**src/rtl/seg_scan_driver.sv**
```systemverilog
// Two-value (00..99) multiplexed 4-digit seven-segment driver.
// Both binary inputs are converted to BCD in parallel by double-dabble.
module seg_scan_driver #(
    parameter int unsigned REFRESH_DIV = 50000,
    parameter int unsigned LZ_BLANK    = 1
) (
    input  logic       clk,
    input  logic       reset,
    input  logic [6:0] hi_val,
    input  logic [6:0] lo_val,
    input  logic       load,
    input  logic       blank,
    output logic       busy,
    output logic [3:0] an,
    output logic [6:0] seg,
    output logic       dp
);
    localparam int unsigned CNT_W = $clog2(REFRESH_DIV);

    typedef enum logic [1:0] {IDLE, CONV, UPDATE} state_t;

    state_t          state;
    logic [2:0]      iter;
    logic [14:0]     hi_sr, lo_sr;
    logic            pend;
    logic [6:0]      pend_hi, pend_lo;
    logic [6:0]      start_hi, start_lo;
    logic [3:0][3:0] digits;
    logic [CNT_W-1:0] presc;
    logic [1:0]      idx;
    logic [3:0]      an_n;
    logic [6:0]      seg_n;
    logic            dp_n;

    function automatic logic [6:0] clamp99(input logic [6:0] v);
        return (v > 7'd99) ? 7'd99 : v;
    endfunction

    // One add-3/shift step; sr = {tens, units, remaining binary bits}
    function automatic logic [14:0] dabble(input logic [14:0] sr);
        logic [14:0] t;
        t = sr;
        if (t[10:7] >= 4'd5)  t[10:7]  = t[10:7] + 4'd3;
        if (t[14:11] >= 4'd5) t[14:11] = t[14:11] + 4'd3;
        return {t[13:0], 1'b0};
    endfunction

    function automatic logic [6:0] seg_decode(input logic [3:0] d);
        case (d)
            4'd0:    return 7'b1000000;
            4'd1:    return 7'b1111001;
            4'd2:    return 7'b0100100;
            4'd3:    return 7'b0110000;
            4'd4:    return 7'b0011001;
            4'd5:    return 7'b0010010;
            4'd6:    return 7'b0000010;
            4'd7:    return 7'b1111000;
            4'd8:    return 7'b0000000;
            4'd9:    return 7'b0010000;
            default: return 7'b1111111;
        endcase
    endfunction

    // A load coinciding with the UPDATE edge is newer than the pending slot
    always_comb begin
        start_hi = load ? hi_val : pend_hi;
        start_lo = load ? lo_val : pend_lo;
    end

    always_ff @(posedge clk or posedge reset) begin
        if (reset) begin
            state   <= IDLE;
            busy    <= 1'b0;
            iter    <= '0;
            hi_sr   <= '0;
            lo_sr   <= '0;
            pend    <= 1'b0;
            pend_hi <= '0;
            pend_lo <= '0;
            digits  <= '0;
        end else begin
            case (state)
                IDLE: begin
                    if (load) begin
                        hi_sr <= {8'd0, clamp99(hi_val)};
                        lo_sr <= {8'd0, clamp99(lo_val)};
                        iter  <= '0;
                        busy  <= 1'b1;
                        state <= CONV;
                    end
                end
                CONV: begin
                    hi_sr <= dabble(hi_sr);
                    lo_sr <= dabble(lo_sr);
                    iter  <= iter + 3'd1;
                    if (iter == 3'd6) state <= UPDATE;
                    if (load) begin
                        pend    <= 1'b1;
                        pend_hi <= hi_val;
                        pend_lo <= lo_val;
                    end
                end
                UPDATE: begin
                    digits <= {hi_sr[14:11], hi_sr[10:7], lo_sr[14:11], lo_sr[10:7]};
                    pend   <= 1'b0;
                    if (load || pend) begin
                        hi_sr <= {8'd0, clamp99(start_hi)};
                        lo_sr <= {8'd0, clamp99(start_lo)};
                        iter  <= '0;
                        state <= CONV;
                    end else begin
                        busy  <= 1'b0;
                        state <= IDLE;
                    end
                end
                default: begin
                    busy  <= 1'b0;
                    state <= IDLE;
                end
            endcase
        end
    end

    always_comb begin
        an_n  = ~(4'b0001 << idx);
        seg_n = seg_decode(digits[idx]);
        dp_n  = (idx != 2'd2);
        if (LZ_BLANK != 0 && idx == 2'd3 && digits[3] == 4'd0) begin
            an_n  = '1;
            seg_n = '1;
        end
        if (blank) begin
            an_n  = '1;
            seg_n = '1;
            dp_n  = 1'b1;
        end
    end

    always_ff @(posedge clk or posedge reset) begin
        if (reset) begin
            presc <= '0;
            idx   <= '0;
            an    <= 4'b1110;
            seg   <= 7'b1000000;
            dp    <= 1'b1;
        end else begin
            if (presc == CNT_W'(REFRESH_DIV - 1)) begin
                presc <= '0;
                idx   <= idx + 2'd1;
            end else begin
                presc <= presc + CNT_W'(1);
            end
            an  <= an_n;
            seg <= seg_n;
            dp  <= dp_n;
        end
    end
endmodule

```
**config.mk**
```make
export PLATFORM = sky130hd
export DESIGN_NAME = seg_scan_driver
export DESIGN_NICKNAME = d
export VERILOG_FILES = /design/src/rtl/seg_scan_driver.sv
export SDC_FILE = /design/constraint.sdc
export NUM_CORES = 1
export LEC_CHECK = 0
export ABC_CLOCK_PERIOD_IN_PS = 3240
export BUFFER_PORTS_ARGS = -buffer_cell sky130_fd_sc_hd__buf_4
export CELL_PAD_IN_SITES_DETAIL_PLACEMENT = 1
export CELL_PAD_IN_SITES_GLOBAL_PLACEMENT = 1
export CORE_AREA = 10 10 112 114
export CTS_BUF_LIST = sky130_fd_sc_hd__clkbuf_4
export CTS_CLUSTER_DIAMETER = 60
export DETAILED_ROUTE_END_ITERATION = 10
export DIE_AREA = 0 0 122 124
export PLACE_DENSITY = 0.85
export SETUP_SLACK_MARGIN = 0.3
export SKIP_LAST_GASP = 1
export SLEW_MARGIN = 30
export SYNTH_ARGS = -nofsm -noshare
export SYNTH_HDL_FRONTEND = slang
export SYNTH_SLANG_ARGS = --single-unit
```
**constraint.sdc**
```tcl
create_clock -name clk -period 3.24 [get_ports clk]
set_clock_uncertainty 0.2 [all_clocks]
set_input_delay 0.324 -clock clk [delete_from_list [all_inputs] [get_ports clk]]
set_output_delay 0.324 -clock clk [all_outputs]
set_load 0.02 [all_outputs]
```
==> flow_metrics.env <==
export IMPL_synth_top_family_by_area="compound AO/OA/AOI/OAI gates"
export IMPL_max_cap_viol_count=0
export IMPL_crit_type="reg -> reg"
export IMPL_ys_top_cells_by_area="dfrtp_1, mux2_2, ha_1, o21ai_0, nand2_1"
export IMPL_regToRegSetupSlack_ns=0.67
export IMPL_cts_sinks=96
export IMPL_synth_top_cell_area_share_pct=45.5
export IMPL_crit_chain="inv_1 > ha_1 > nand2_1 > nor3_4 > a22o_1"
export IMPL_startpoint="state[0]$_DFFE_PP0P_"
export IMPL_critPathSlowestCell="ha_1"
export IMPL_ir_drop_uv=312
export IMPL_finalCritPeriodShare_pct=79.4
export IMPL_final_common_cell="dfrtp_1"
export IMPL_routedWlPerCell_um=18.1
export IMPL_grt_pass1_vias=4053
export IMPL_crit_required_ns=3.45
export IMPL_fin_nets=551
export IMPL_cts_tree="done"
export IMPL_drive_above_1_share_pct=20.8
export IMPL_grt_max_degree=97
export IMPL_io_buffers=30
export IMPL_setup_viol=0
export IMPL_slew_viol_final=0
export IMPL_cts_made_buffers=9
export IMPL_outcome="finished clean"
export IMPL_synth_simple_area_share_pct=12.2
export IMPL_cts_setup_buffers=0
export IMPL_drc_errors=0
export IMPL_hold_depth=3
export IMPL_hp_class="in -> reg"
export IMPL_final_cell_mix="dfrtp_1, nand2_1, mux2_2"
export IMPL_routed_wl_um=11800
export IMPL_std_cell_rows=37
export IMPL_fmax_mhz=389
export IMPL_r2r_cells=5
export IMPL_die_h_um=124
export IMPL_first_pass_iters=7
export IMPL_ios=31
export IMPL_synth_compound_gate_area_share_pct=14.0
export IMPL_dieArea_um2=15100
export IMPL_fin_setup_tns_ns=0
export IMPL_synthesis_nets=513
export IMPL_via_count=3713
export IMPL_p_leak_uw=0.00252
export IMPL_cp_max_fo=18
export IMPL_gr_total_overflow=0
export IMPL_clock_path_buffers=2
export IMPL_synth_top_cell_by_area="dfrtp_1"
export IMPL_timing_rr_end="hi_sr[13]$_DFFE_PP0P_"
export IMPL_ys_ff_latch=96
export IMPL_end_kind="flop"
export IMPL_antenna_found_initial=1
export IMPL_synth_distinct_cells=53
export IMPL_clk_pin_slew_ns=0.15
export IMPL_drtIter0Drc=189
export IMPL_synth_flop_cell="dfrtp_1"
export IMPL_syn_avg_cell_area_um2=10.7
export IMPL_synth_edf_count=0
export IMPL_grt_first_pass_wirelength_um=19900
export IMPL_core_area_um2=10200
export IMPL_grt_total_usage_pct=16.3
export IMPL_ant_nets=0
export IMPL_synth_warnings=0
export IMPL_crit_path_max_incr_delay_ns=0.66
export IMPL_gp_congestion=0.762
export IMPL_r2r_start="state[0]$_DFFE_PP0P_"
export IMPL_stdcell_area_um2=5670
export IMPL_final_min_clock_period_ns=2.57
export IMPL_ctsRootBufferMaster="clkbuf_4"
export IMPL_synthCells=471
export IMPL_synth_fa_ha_area_share_pct=5.93
export IMPL_dp_hpwl_um=8050
export IMPL_finalHoldViolCount=0
export IMPL_cp_arrival_ns=2.78
export IMPL_tightestPinTransition_ns=0.698
export IMPL_viasPerCell=5.70
export IMPL_critPathLaunchType="flop"
export IMPL_p_per_area_nw_per_um2=529
export IMPL_start_util_pct=49.5
export IMPL_synth_xor_area_share_pct=3.29
export IMPL_synthArstFlopShare_pct=100
export IMPL_synth_seq_area_share_pct=47.6
export IMPL_htree_levels=3
export IMPL_netlist_area_um2=5060
export IMPL_synthMuxAreaShare_pct=12.7
export IMPL_rsz0062_at_grt="no"
export IMPL_slew_headroom_pct=53.0
export IMPL_area_delta_synth_final_pct=12.0
export IMPL_fin_util_pct=55.4
export IMPL_die_x_um=122
export IMPL_critical_path_endpoint="hi_sr[13]$_DFFE_PP0P_"
export IMPL_placed_cell_area_um2=5400
export IMPL_clk_latency_ns=0.46
[layout make-up]
class,count,area (µm²)
tap,136,170
multi-input combinational,322,2440
clock inverter,7,38.8
sequential,96,2410
inverter,29,113
antenna,1,2.50
fill,1099,4560
timing repair buffer,51,435
clock buffer,9,67.6
[what timing repair did]
action                                  CTS  global route
gates resized for setup                   0             1
hold buffers                             16             0
endpoints found under the setup margin    0            12
endpoints found under the hold margin   112             0
[cell families (layout without fill, tap and decap cells)]
group / Yosys count / count (layout)
muxes: 54 / 54
xor gates and xnor gates: 19 / 19
other: 0 / 1
DFF: 96 / 96
and+or+nand+nor: 121 / 121
AOI/OAI and AO/OA: 104 / 104
adders and majority gates: 24 / 24
buffers and inverters: 53 / 96
[metal layers]
layer	track usage (%)	part of all wire [%]
met4	6.18	1.9
met3	3.26	2.1
met1	18.9	43
met2	29.1	53
met5	0	0
[worst max-delay path, delay by kind of cell, from the launching register on]
| family | cells | cell delay, ns |
|---|---|---|
| AOI/OAI and AO/OA | 1 | 0.25 |
| buffers and inverters | 1 | 0.10 |
| DFF | 1 | 0.45 |
| adders and majority gates | 1 | 0.66 |
| and+or+nand+nor | 2 | 0.85 |
[where the power goes]
part           leakage, µW  internal (µW)  total, µW  switching (µW)
Combinational      0.00122            396        890             493
Clock            0.0000605            150        559             408
Sequential         0.00124           1400       1550             145
[metrics by stage]
stage               setup slack (ns)  instances  hold WS (ns)  power, µW
floorplan                       1.16        471         0.232       2190
global placement               0.729        618         0.263       2380
detailed placement             0.531        618         0.275       2440
CTS                            0.483        650         0.123       3010
global route                   0.431        651         0.173       3200
finish                         0.667        651         0.127       3000
[sequential cells by signal (all words and copies together) (netlist names), 2 cells and up]
signal,cells
an,3
digits,16
hi_sr,15
idx,2
iter,3
lo_sr,15
pend_hi,7
pend_lo,7
presc,16
seg,7
state,2
[how the worst min path moves through the flow]
stage,slack (ns),endpoint,from
final,0.13,busy$_DFFE_PP0P_,load
after global routing,0.17,busy$_DFFE_PP0P_,load
after CTS,0.12,busy$_DFFE_PP0P_,load
after detailed placement,0.27,pend_hi[0]$_DFFE_PP0P_,pend_hi[0]$_DFFE_PP0P_
after global placement,0.26,pend_hi[0]$_DFFE_PP0P_,pend_hi[0]$_DFFE_PP0P_
after floorplan,0.23,an[0]$_DFF_PP0_,blank
[cell usage after synthesis (3+ instances only)]
cell type  count
dfrtp_1       92
nand2_1       37
mux2_2        36
o21ai_0       34
inv_1         29
ha_1          24
a21oi_1       19
nor2_1        18
xnor2_1       14
mux2i_1       13
a22o_1        12
nand3_1       12
clkbuf_1      10
nand2b_1      10
buf_2          9
nor3_1         9
o221ai_1       6
nand4_1        5
nor2b_1        5
nor4_1         5
xor2_1         5
a222oi_1       4
a31o_2         4
dfstp_2        4
mux4_2         4
o31a_1         4
and2_1         3
nor3b_1        3
o211ai_1       3
o31ai_1        3
or4_1          3
Note: power is estimated with default switching activity, not from simulation.
